### src/rtl/vga_pixel_pipe_pkg.sv
// Shared definitions for the VGA pixel pipeline: effect mode encodings and
// active-area geometry.
package vga_pixel_pipe_pkg;

  typedef enum logic [2:0] {
    MODE_INITIAL    = 3'd1,
    MODE_SHIFT_LEFT = 3'd2,
    MODE_SHIFT_DOWN = 3'd3,
    MODE_SPLIT      = 3'd4
  } mode_e;

  localparam int H_ACTIVE = 640;
  localparam int V_ACTIVE = 480;
  localparam int H_MID    = 320;

  // Half-width of the split band, saturated so the band never leaves the screen.
  function automatic logic [9:0] split_half(input logic [9:0] count);
    return (count > 10'(H_MID)) ? 10'(H_MID) : count;
  endfunction

endpackage

### src/rtl/vga_pixel_pipe_if.sv
// Bundle of timing-generator, ROM and effect inputs plus the VGA outputs.
// The master drives the timing/ROM side; the slave is the pixel pipeline.
interface vga_pixel_pipe_if;
  logic [9:0]  h_cnt;
  logic [9:0]  v_cnt;
  logic        valid;
  logic        hsync_i;
  logic        vsync_i;
  logic [11:0] pixel;
  logic [2:0]  mode;
  logic [9:0]  count;
  logic [3:0]  vgaRed;
  logic [3:0]  vgaGreen;
  logic [3:0]  vgaBlue;
  logic        hsync;
  logic        vsync;
  logic        frame_start;
  logic [7:0]  frame_cnt;

  modport master (
    output h_cnt, v_cnt, valid, hsync_i, vsync_i, pixel, mode, count,
    input  vgaRed, vgaGreen, vgaBlue, hsync, vsync, frame_start, frame_cnt
  );

  modport slave (
    input  h_cnt, v_cnt, valid, hsync_i, vsync_i, pixel, mode, count,
    output vgaRed, vgaGreen, vgaBlue, hsync, vsync, frame_start, frame_cnt
  );
endinterface

### src/rtl/vga_pixel_pipe_pixel_mask.sv
// Combinational keep/black decision for one pixel given the frame's latched
// effect mode and progress count.
module pixel_mask
  import vga_pixel_pipe_pkg::*;
(
  input  logic [2:0] mode_i,
  input  logic [9:0] count_i,
  input  logic [9:0] h_i,
  input  logic [9:0] v_i,
  output logic       keep_o
);

  logic [10:0] h_ext;
  logic [10:0] left_sum;
  logic [10:0] half_ext;
  logic [10:0] band_lo;
  logic [10:0] band_hi;

  always_comb begin
    h_ext    = {1'b0, h_i};
    // h < 640 - count rewritten as h + count < 640 so large counts cannot underflow
    left_sum = h_ext + {1'b0, count_i};
    half_ext = {1'b0, split_half(count_i)};
    band_lo  = 11'(H_MID) - half_ext;
    band_hi  = 11'(H_MID) + half_ext;
    keep_o   = 1'b0;
    case (mode_i)
      MODE_INITIAL:    keep_o = 1'b1;
      MODE_SHIFT_LEFT: keep_o = (left_sum < 11'(H_ACTIVE));
      MODE_SHIFT_DOWN: keep_o = (v_i <= count_i);
      MODE_SPLIT:      keep_o = (h_ext < band_lo) || (h_ext >= band_hi);
      default:         keep_o = 1'b0;
    endcase
  end

endmodule

### src/rtl/vga_pixel_pipe.sv
// Two-stage VGA pixel pipeline: aligns timing with ROM data, applies the
// per-frame effect mask, and tracks frame boundaries.
module vga_pixel_pipe
  import vga_pixel_pipe_pkg::*;
(
  input  logic             clk,
  input  logic             rst,
  vga_pixel_pipe_if.slave  bus
);

  logic [9:0]  h1_q, v1_q;
  logic        valid1_q, hs1_q, vs1_q;
  logic        seen_high_q;
  logic [2:0]  mode_q;
  logic [9:0]  count_q;
  logic [11:0] rgb_q;
  logic        hs2_q, vs2_q;
  logic [7:0]  frame_cnt_q;

  logic        keep;
  logic        frame_start_d;
  logic [11:0] rgb_d;
  logic [7:0]  frame_cnt_d;

  pixel_mask u_mask (
    .mode_i  (mode_q),
    .count_i (count_q),
    .h_i     (h1_q),
    .v_i     (v1_q),
    .keep_o  (keep)
  );

  // The stage-1 vsync copy resets high, so a low vsync right after reset
  // must not count as a fall until a real high level has been seen.
  assign frame_start_d = seen_high_q & vs1_q & ~bus.vsync_i;
  assign rgb_d         = (valid1_q && keep) ? bus.pixel : 12'h000;
  assign frame_cnt_d   = frame_start_d ? frame_cnt_q + 8'd1 : frame_cnt_q;

  always_ff @(posedge clk or posedge rst) begin
    if (rst) begin
      h1_q        <= '0;
      v1_q        <= '0;
      valid1_q    <= 1'b0;
      hs1_q       <= 1'b1;
      vs1_q       <= 1'b1;
      seen_high_q <= 1'b0;
      mode_q      <= MODE_INITIAL;
      count_q     <= '0;
      rgb_q       <= '0;
      hs2_q       <= 1'b1;
      vs2_q       <= 1'b1;
      frame_cnt_q <= '0;
    end else begin
      h1_q        <= bus.h_cnt;
      v1_q        <= bus.v_cnt;
      valid1_q    <= bus.valid;
      hs1_q       <= bus.hsync_i;
      vs1_q       <= bus.vsync_i;
      seen_high_q <= seen_high_q | bus.vsync_i;
      if (frame_start_d) begin
        mode_q  <= bus.mode;
        count_q <= bus.count;
      end
      frame_cnt_q <= frame_cnt_d;
      rgb_q       <= rgb_d;
      hs2_q       <= hs1_q;
      vs2_q       <= vs1_q;
    end
  end

  assign bus.vgaRed      = rgb_q[11:8];
  assign bus.vgaGreen    = rgb_q[7:4];
  assign bus.vgaBlue     = rgb_q[3:0];
  assign bus.hsync       = hs2_q;
  assign bus.vsync       = vs2_q;
  assign bus.frame_start = frame_start_d;
  assign bus.frame_cnt   = frame_cnt_q;

endmodule

### src/flat_wrapper.sv
// flat-port wrapper written by rule: the top's interface ports become plain ports
module vga_pixel_pipe_flat import vga_pixel_pipe_pkg::*;
  (clk, rst, bus_h_cnt, bus_v_cnt, bus_valid, bus_hsync_i, bus_vsync_i, bus_pixel, bus_mode, bus_count, bus_vgaRed, bus_vgaGreen, bus_vgaBlue, bus_hsync, bus_vsync, bus_frame_start, bus_frame_cnt);
  vga_pixel_pipe_if bus_i ();
  input  logic clk;
  input  logic rst;
  input wire logic [$bits(bus_i.h_cnt)-1:0] bus_h_cnt;
  input wire logic [$bits(bus_i.v_cnt)-1:0] bus_v_cnt;
  input wire logic [$bits(bus_i.valid)-1:0] bus_valid;
  input wire logic [$bits(bus_i.hsync_i)-1:0] bus_hsync_i;
  input wire logic [$bits(bus_i.vsync_i)-1:0] bus_vsync_i;
  input wire logic [$bits(bus_i.pixel)-1:0] bus_pixel;
  input wire logic [$bits(bus_i.mode)-1:0] bus_mode;
  input wire logic [$bits(bus_i.count)-1:0] bus_count;
  output wire logic [$bits(bus_i.vgaRed)-1:0] bus_vgaRed;
  output wire logic [$bits(bus_i.vgaGreen)-1:0] bus_vgaGreen;
  output wire logic [$bits(bus_i.vgaBlue)-1:0] bus_vgaBlue;
  output wire logic [$bits(bus_i.hsync)-1:0] bus_hsync;
  output wire logic [$bits(bus_i.vsync)-1:0] bus_vsync;
  output wire logic [$bits(bus_i.frame_start)-1:0] bus_frame_start;
  output wire logic [$bits(bus_i.frame_cnt)-1:0] bus_frame_cnt;
  assign bus_i.h_cnt = bus_h_cnt;
  assign bus_i.v_cnt = bus_v_cnt;
  assign bus_i.valid = bus_valid;
  assign bus_i.hsync_i = bus_hsync_i;
  assign bus_i.vsync_i = bus_vsync_i;
  assign bus_i.pixel = bus_pixel;
  assign bus_i.mode = bus_mode;
  assign bus_i.count = bus_count;
  assign bus_vgaRed = bus_i.vgaRed;
  assign bus_vgaGreen = bus_i.vgaGreen;
  assign bus_vgaBlue = bus_i.vgaBlue;
  assign bus_hsync = bus_i.hsync;
  assign bus_vsync = bus_i.vsync;
  assign bus_frame_start = bus_i.frame_start;
  assign bus_frame_cnt = bus_i.frame_cnt;
  vga_pixel_pipe u_core (.clk(clk), .rst(rst), .bus(bus_i));
endmodule
### config.mk
export PLATFORM = sky130hd
export DESIGN_NAME = vga_pixel_pipe_flat
export DESIGN_NICKNAME = d
export VERILOG_FILES = /design/src/rtl/vga_pixel_pipe_pkg.sv /design/src/rtl/vga_pixel_pipe_if.sv /design/src/rtl/vga_pixel_pipe_pixel_mask.sv /design/src/rtl/vga_pixel_pipe.sv /design/src/flat_wrapper.sv
export SDC_FILE = /design/constraint.sdc
export NUM_CORES = 1
export LEC_CHECK = 0
export ABC_AREA = 1
export BUFFER_PORTS_ARGS = -buffer_cell sky130_fd_sc_hd__buf_4
export CORE_ASPECT_RATIO = 1.5
export CORE_MARGIN = 10
export CORE_UTILIZATION = 49
export CTS_CLUSTER_SIZE = 12
export DETAILED_ROUTE_END_ITERATION = 16
export GPL_TIMING_DRIVEN = 0
export PLACE_DENSITY = 0.73
export SETUP_SLACK_MARGIN = 0.2
export SLEW_MARGIN = 20
export SYNTH_ARGS = -nofsm -noshare
export SYNTH_HDL_FRONTEND = slang
export SYNTH_SLANG_ARGS = --single-unit
export TNS_END_PERCENT = 50
### constraint.sdc
create_clock -name clk -period 6.2 [get_ports clk]
set_input_delay 0.93 -clock clk [delete_from_list [all_inputs] [get_ports clk]]
set_output_delay 0.93 -clock clk [all_outputs]
set_load 0.02 [all_outputs]
==> metrics.yaml, run 1 <==
status: "complete, no violations"
antenna_found_initial: 0
grt_max_degree: 60
numCtsBuffers: 9
hold_violations: 0
htree_levels: 3
r2r-end: "u_core.rgb_q[5]"
rsz0062_at_grt: "no"
hp-class: "reg2reg"
grt_remaining_overflow: 0
final_nets: 541
initial_core_util: 0.509
min_period_ns: 3.23
yosysWarnings: 0
setup_violations: 0
ys_seq_elements: 59
cts_setup_buffers: 0
area_growth_syn_to_layout_pct: 25.3
peakVddDrop_mv: 0.209
critPathMaxFanout: 10
synth_fp_nets: 458
cp.arrival_ns: 3.46
drt_iter0_markers: 99
maxCapViolations: 0
crit_required_ns: 6.43
ys_seq_area_frac: 0.446
num_rows: 36
hold_buffers: 0
die_w_microns: 87.3
syn_inst: 365
hold_path_end: "u_core.bus.hsync"
clock_skew_ns: 0.00805
layout_common_cells: "78 x nand2_1, 72 x buf_4, 54 x dfrtp_1, 48 x inv_1, 43 x ha_1"
synth_cell_types: 36
firstDrtPassIters: 4
cts_tree: "yes"
cts_resized: 0
core_area_sq_mm: 0.00653
drive_gt1_frac: 0.278
wl_per_cell_microns: 14.6
dieHeight_microns: 121
startpoint_type: "flip-flop"
root_buffer: "clkbuf_8"
r2r_setup_slack_ns: 2.97
clock_latency_ns: 0.34
reg2reg_from: "u_core.count_q[3]"
worst_slew_pin_slew_ns: 0.689
vias: 2661
clock-sinks: 59
viasPerCell: 5.03
rr_worst_depth: 26
min_path_cells: 0
grt.total_usage: 0.156
finalCritPeriodShare: 0.521
pin_count: 73
worst_slew_margin_rel: 0.541
totalWireLength_microns: 7710
dp_hpwl_microns: 6390
cp-end-kind: "flip-flop"
p_leak_nw: 2.22
worstSetupPathType: "reg2reg"
place_congestion: 0.876
syn_area_per_cell_sq_um: 9.11
final_antenna_net_count: 0
die_area_sq_mm: 0.0105
drc: 0
power_density_mw_per_mm2: 300
netlist_area_sq_mm: 0.00332
cts_buffer_depth: 2
cts.clk_slew.worst_paths_ns: 0.06
hold_path_startpoint: "u_core.hs1_q"
fin_setup_tns_ns: 0
layout_commonest_cell: "nand2_1"
grt_pass1_vias: 2864
slew_violations: 0
insertedDiodeCount: 0
grt_pass1_wl_microns: 12900
hold_slack_ns: 0.358
fmax_mhz: 310
portBuffers: 72
stage by stage:
step	setup slack (ns)	cells	area, sq um	power (mW)	util
floorplan	3.44	365	3320	0.762	-
global placement	3.01	513	3960	0.888	0.606
detailed placement	2.96	513	3960	0.905	0.607
CTS	2.94	529	4170	1.26	0.638
global route	2.59	529	4170	1.34	0.638
finish	2.97	529	4170	1.25	0.638
state kept, by name (all words and copies together), names as in the netlist:
name and cells:
u_core.count_q 10, u_core.h1_q 10, u_core.vs1_q 1, u_core.rgb_q 12, u_core.hs1_q 1, u_core.v1_q 10
u_core.bus.vsync 1, u_core.mode_q 3, u_core.bus.frame_cnt 8, u_core.valid1_q 1, u_core.bus.hsync 1, u_core.seen_high_q 1
cells by family after synthesis:
logic type               synth area share
other                             0.00113
buffers and inverters              0.0685
AO/OA/AOI/OAI                      0.0779
flip-flops                          0.446
adder cells (fa/ha/maj)             0.162
XOR/XNOR                           0.0444
AND/OR/NAND/NOR                     0.200
worst max-delay path by stage:
stage	startpoint	end	slack, ns	cells past startpoint
floorplan	u_core.count_q[3]	u_core.rgb_q[10]	3.44	26
global placement	u_core.count_q[3]	u_core.rgb_q[6]	3.01	26
detailed placement	u_core.count_q[3]	u_core.rgb_q[6]	2.96	26
CTS	u_core.count_q[3]	u_core.rgb_q[5]	2.94	26
global route	u_core.count_q[3]	u_core.rgb_q[5]	2.59	26
finish	u_core.count_q[3]	u_core.rgb_q[5]	2.97	26
per-layer routing:
layer | vias up | GRT usage | wire (microns)
met4 | 0 | 0.0800 | 219
li1 | 1331 | - | -
met2 | 69 | 0.276 | 4220
met3 | 19 | 0.0612 | 519
met5 | - | 0 | 0
met1 | 1242 | 0.149 | 2750
layout make-up:
class	count	area (sq um)
Fill cell	546	2360
Multi-Input combinational cell	248	1610
Sequential cell	59	1480
Timing Repair Buffer	72	541
Inverter	55	211
Clock buffer	12	155
Tap cell	76	95.1
Clock inverter	4	48.8
Buffer	3	18.8
critical path, stage by stage, from the launching register on:
cell and delay (ns):
dfrtp_1 0.42, inv_1 0.17, nand2_1 0.09, nor2_2 0.12, nand3_2 0.09, nand2_4 0.10
inv_4 0.06, nor2_1 0.24, inv_1 0.12, ha_1 0.23, inv_1 0.06, nor2_1 0.04
nand3_2 0.09, a21oi_1 0.07, ha_1 0.29, nand2_1 0.05, inv_1 0.05, nand2_1 0.05
nand2_1 0.06, nand2_1 0.04, a21oi_1 0.13, nand3_1 0.11, nand2_1 0.08, nand3_2 0.07
nand2_2 0.09, buf_6 0.17, nor2_2 0.04
cells in the mapped netlist:
library cell	instances	area, sq um
xor2_2	1	16.3
a31oi_1	2	12.5
o21ai_0	14	70.1
nand4_2	1	12.5
clkbuf_1	2	7.51
inv_2	4	15.0
o21a_1	2	15.0
inv_4	1	6.26
nor3_1	2	10.0
nor3_4	1	16.3
a211oi_1	2	15.0
or2_2	1	6.26
nand2_2	1	6.26
inv_1	49	184
o211ai_1	1	7.51
nand3_1	12	60.1
a21o_1	1	7.51
o21ai_1	1	5.00
dfrtp_1	54	1350
clkinv_1	1	3.75
nand2_4	1	11.3
nor2_2	13	81.3
xnor2_1	6	52.6
o41ai_2	1	16.3
xor2_1	9	78.8
nand3_2	5	50.1
ha_1	43	538
conb_1	1	3.75
o21bai_1	1	7.51
a21oi_1	17	85.1
nand2_1	78	293
nand4_1	4	25.0
nor2_1	25	93.8
dfstp_2	5	131
buf_6	1	11.3
o21ai_2	2	17.5
power breakdown:
group | internal, mW | leakage [nW] | switching [mW]
clock | 0.207 | 0.106 | 0.149
combinational | 0.178 | 1.39 | 0.245
sequential | 0.430 | 0.721 | 0.0406
total | 0.816 | 2.22 | 0.434
No activity file was read; power rests on OpenSTA's default activity.
==> inputs of run 2 (changes only) <==
- clock period: 6.2 -> 3.1 ns (I/O delays scaled with it)
==> metrics.yaml, run 2 (same netlist as run 1, synthesis figures left out) <==
status: "complete, no violations"
htree_levels: 3
cts_tree: "yes"
numCtsBuffers: 9
drt_iter0_markers: 103
fin_setup_tns_ns: 0
cts_buffer_depth: 2
place_ws_ns: -0.141
grt_pass1_vias: 3086
finalCritPeriodShare: 0.978
clock_skew_ns: 0.00750
cp-end-kind: "flip-flop"
clock_latency_ns: 0.34
power_density_mw_per_mm2: 590
grt_pass1_wl_microns: 13800
hp-class: "in2reg"
grt_max_degree: 60
final_nets: 570
insertedDiodeCount: 0
peakVddDrop_mv: 0.423
num_rows: 36
rr_worst_depth: 27
worst_slew_margin_rel: 0.539
fin_util: 0.696
wl_per_cell_microns: 15.3
core_area_sq_mm: 0.00653
crit_required_ns: 3.34
portBuffers: 72
die_w_microns: 87.3
worst_slew_pin_slew_ns: 0.691
clock-sinks: 59
pin_count: 73
final_antenna_net_count: 0
worst_slack_ns: 0.0696
antenna_found_initial: 0
startpoint_type: "flip-flop"
maxCapViolations: 0
dp_hpwl_microns: 6390
totalWireLength_microns: 8520
die_area_sq_mm: 0.0105
critPathMaxFanout: 6
dieHeight_microns: 121
place_congestion: 0.876
fmax_mhz: 330
drc: 0
viasPerCell: 5.08
layout_common_cells: "98 x buf_4, 73 x nand2_1, 53 x dfrtp_1, 42 x ha_1, 41 x inv_1"
setup_violations: 0
slew_violations: 0
r2r_setup_slack_ns: 0.07
firstDrtPassIters: 4
vias: 2836
worstSetupPathType: "reg2reg"
largest_reg_flops: 12
grt_remaining_overflow: 0
rsz0062_at_grt: "yes"
cp.arrival_ns: 3.27
min_path_cells: 1
hold_violations: 0
layout_commonest_cell: "buf_4"
regMostFlops: "u_core.rgb_q"
root_buffer: "clkbuf_8"
drive_gt1_frac: 0.367
initial_core_util: 0.509
min_period_ns: 3.03
p_leak_nw: 2.40
cts.clk_slew.worst_paths_ns: 0.07
grt.total_usage: 0.166
area_growth_syn_to_layout_pct: 36.7
## run 2: changes by cell type in the layout (fill, tap and decap cells not counted), sizes merged
| cell | before | now |
|---|---|---|
| buf | 73 | 102 |
## run 2: power by group
| part | leakage [nW] | switching [mW] | internal [mW] |
|---|---|---|---|
| sequential | 0.720 | 0.0780 | 0.861 |
| combinational | 1.57 | 0.565 | 0.466 |
| clock | 0.106 | 0.298 | 0.414 |
## run 2: per-layer routing
metal	up-vias	global-route usage	share of wire
li1	1392	-	-
met1	1343	0.157	0.35
met2	79	0.298	0.55
met3	22	0.0612	0.062
met4	0	0.0890	0.035
met5	-	0	0
## run 2: worst max-delay path: stages, from the launching register on
cell and delay [ns]:
dfrtp_1 0.41, inv_2 0.07, nand2_1 0.06, nor2_2 0.11, nand3_2 0.09, nand2_4 0.13, inv_8 0.06, nor2_4 0.09
inv_2 0.06, ha_4 0.18, nand2_2 0.08, xor2_1 0.06, ha_1 0.29, nand2_1 0.07, nor2_1 0.10, nand2_1 0.06
nand2_1 0.07, nand2_1 0.06, nand2_1 0.06, nand2_1 0.06, a21oi_2 0.11, nand3_1 0.10, nand2_1 0.08, nand3_2 0.10
nand2_4 0.11, buf_12 0.11, buf_8 0.11, nor2_2 0.03
## run 2: stage by stage
step / instance area [sq um] / power (mW) / hold WS (ns) / instances
after floorplan: 3320 / 1.52 / 0.345 / 365
after global placement: 3960 / 1.78 / 0.345 / 513
after detailed placement: 3960 / 1.81 / 0.350 / 513
after CTS: 4480 / 2.66 / 0.210 / 553
after global routing: 4540 / 2.86 / 0.203 / 558
final: 4540 / 2.68 / 0.225 / 558
## run 2: worst paths after layout
| path | start | to |
|---|---|---|
| setup / recovery | u_core.count_q[5] | u_core.rgb_q[5] |
| hold / removal | bus_h_cnt[8] | u_core.h1_q[8] |
| setup reg to reg | u_core.count_q[5] | u_core.rgb_q[5] |
| hold reg to reg | u_core.hs1_q | u_core.bus.hsync |
| max in group asynchronous | rst | u_core.count_q[6] |
| min in group asynchronous | rst | u_core.bus.frame_cnt[7] |
## run 2: area by class of cell
class | count | area (sq um)
fill | 477 | 1990
multi-input combinational | 248 | 1720
tap | 76 | 95.1
buffer | 3 | 22.5
clock buffer | 12 | 155
timing repair buffer | 101 | 803
sequential | 59 | 1480
clock inverter | 4 | 48.8
inverter | 55 | 216
## run 2: timing repair
item | in CTS | in global routing
setup buffers | 23 | 5
gates cloned | 1 | 0
hold buffers | 0 | 0
gates resized for setup | 29 | 7
pin swaps | 10 | 4
setup endpoints to repair | 12 | 12
==> inputs of run 3 (changes only) <==
- CELL_PAD_IN_SITES_DETAIL_PLACEMENT: unset -> 2
- CELL_PAD_IN_SITES_GLOBAL_PLACEMENT: unset -> 2
- CORE_UTILIZATION: 49 -> 33
- PLACE_DENSITY: 0.73 -> unset
- PLACE_DENSITY_LB_ADDON: unset -> 0.1
==> metrics.yaml, run 3 (same netlist as run 1, synthesis figures left out) <==
status: "complete, no violations"
worst_slack_ns: 0.00563
crit_required_ns: 3.31
initial_core_util: 0.341
area_growth_syn_to_layout_pct: 40.5
cts.clk_slew.worst_paths_ns: 0.05
fin_util: 0.479
final_antenna_net_count: 0
worstSetupPathType: "reg2reg"
cts_tree: "yes"
maxCapViolations: 0
final_nets: 568
rr_worst_depth: 25
fmax_mhz: 323
fillerInstances: 1066
antenna_found_initial: 0
place_congestion: 0.762
viasPerCell: 4.85
cp-end-kind: "flip-flop"
startpoint_type: "flip-flop"
worst_slew_pin_slew_ns: 0.521
rsz0062_at_grt: "yes"
reg2reg_from: "u_core.count_q[2]"
place_ws_ns: -0.399
hold_buffers: 0
peakVddDrop_mv: 0.394
insertedDiodeCount: 0
cp.arrival_ns: 3.31
regMostFlops: "u_core.rgb_q"
finalCritPeriodShare: 0.998
numCtsBuffers: 9
totalWireLength_microns: 11000
min_period_ns: 3.09
fin_setup_tns_ns: 0
layout_common_cells: "97 x buf_4, 69 x nand2_1, 53 x dfrtp_1, 41 x inv_1, 41 x ha_1"
dieHeight_microns: 143
portBuffers: 72
pin_count: 73
largest_reg_flops: 12
cts_buffer_depth: 2
multi_input_area_sq_mm: 0.00173
die_area_sq_mm: 0.0146
grt_pass1_vias: 3463
layout_commonest_cell: "buf_4"
seq_area_sq_mm: 0.00148
endpoint: "u_core.rgb_q[3]"
grt.total_usage: 0.159
drt_iter0_markers: 46
root_buffer: "clkbuf_16"
wl_per_cell_microns: 18.5
r2r-end: "u_core.rgb_q[3]"
dp_hpwl_microns: 8450
p_leak_nw: 2.42
grt_max_degree: 47
power_density_mw_per_mm2: 638
clock_latency_ns: 0.33
grt_pass1_wl_microns: 17600
r2r_setup_slack_ns: 0.006
power_mw: 2.98
htree_levels: 3
hold_violations: 0
die_w_microns: 102
hp-class: "in2async"
setup_violations: 0
hold_slack_ns: 0.0645
worst_slew_margin_rel: 0.652
vias: 2886
clock_skew_ns: 0.00747
startpoint: "u_core.count_q[2]"
slew_violations: 0
grt_remaining_overflow: 0
critPathMaxFanout: 6
core_area_sq_mm: 0.00974
clock-sinks: 59
firstDrtPassIters: 3
drive_gt1_frac: 0.375
num_rows: 44
drc: 0
## run 3: worst min-delay path by stage
stage                            end  slack (ns)
floorplan           u_core.bus.hsync        0.35
global placement    u_core.bus.hsync        0.35
detailed placement  u_core.bus.hsync        0.35
CTS                  u_core.valid1_q        0.06
global route        u_core.rgb_q[10]        0.07
finish              u_core.rgb_q[10]        0.06
## run 3: critical path, stage by stage (launching register included)
cell	delay [ns]
dfrtp_1	0.41
inv_2	0.08
nand2_2	0.07
nor2_4	0.13
nand3_2	0.09
nand2_4	0.14
inv_8	0.06
nor2_4	0.10
inv_2	0.07
ha_4	0.19
xnor2_2	0.13
ha_1	0.33
nand3_2	0.08
nand2_2	0.07
nand2_1	0.06
nand2_1	0.07
nand2_1	0.05
nand2_1	0.06
nand2_1	0.06
a21oi_2	0.13
nand3_2	0.12
nand2_2	0.08
nand3_2	0.08
nand2_4	0.11
buf_8	0.13
nor2_2	0.04
## run 3: where the power goes
| part | switching (mW) | internal, mW |
|---|---|---|
| combinational | 0.598 | 0.463 |
| clock | 0.331 | 0.641 |
| sequential | 0.0838 | 0.863 |
## run 3: layout make-up
type                    count  area share
well taps                 115      0.0308
clock buffers              12      0.0528
inverters                  55      0.0463
repair buffers             99       0.168
clock inverters             4      0.0107
multi-input cells         248       0.369
flip-flops and latches     59       0.318
plain buffers               3     0.00482
## run 3: timing repair
action	in CTS	in global routing
gates resized for setup	29	10
setup endpoints to repair	12	12
gates cloned	1	0
endpoints found under the hold margin	0	0
buffers inserted	15	10
pin swaps	17	16
## run 3: per-stage QoR
step,std cells,cell area [sq um]
finish,595,4670
CTS,585,4560
floorplan,365,3320
global route,595,4670
detailed placement,553,4040
global placement,552,4010
## run 3: per-layer routing
layer | up-vias | part of all wire | track usage | wire length (microns)
met1 | 1437 | 0.33 | 0.147 | 3680
met5 | - | 0 | 0 | 0
met2 | 51 | 0.61 | 0.321 | 6680
li1 | 1384 | - | - | -
met4 | 0 | 0.016 | 0.0507 | 179
met3 | 14 | 0.042 | 0.0430 | 467
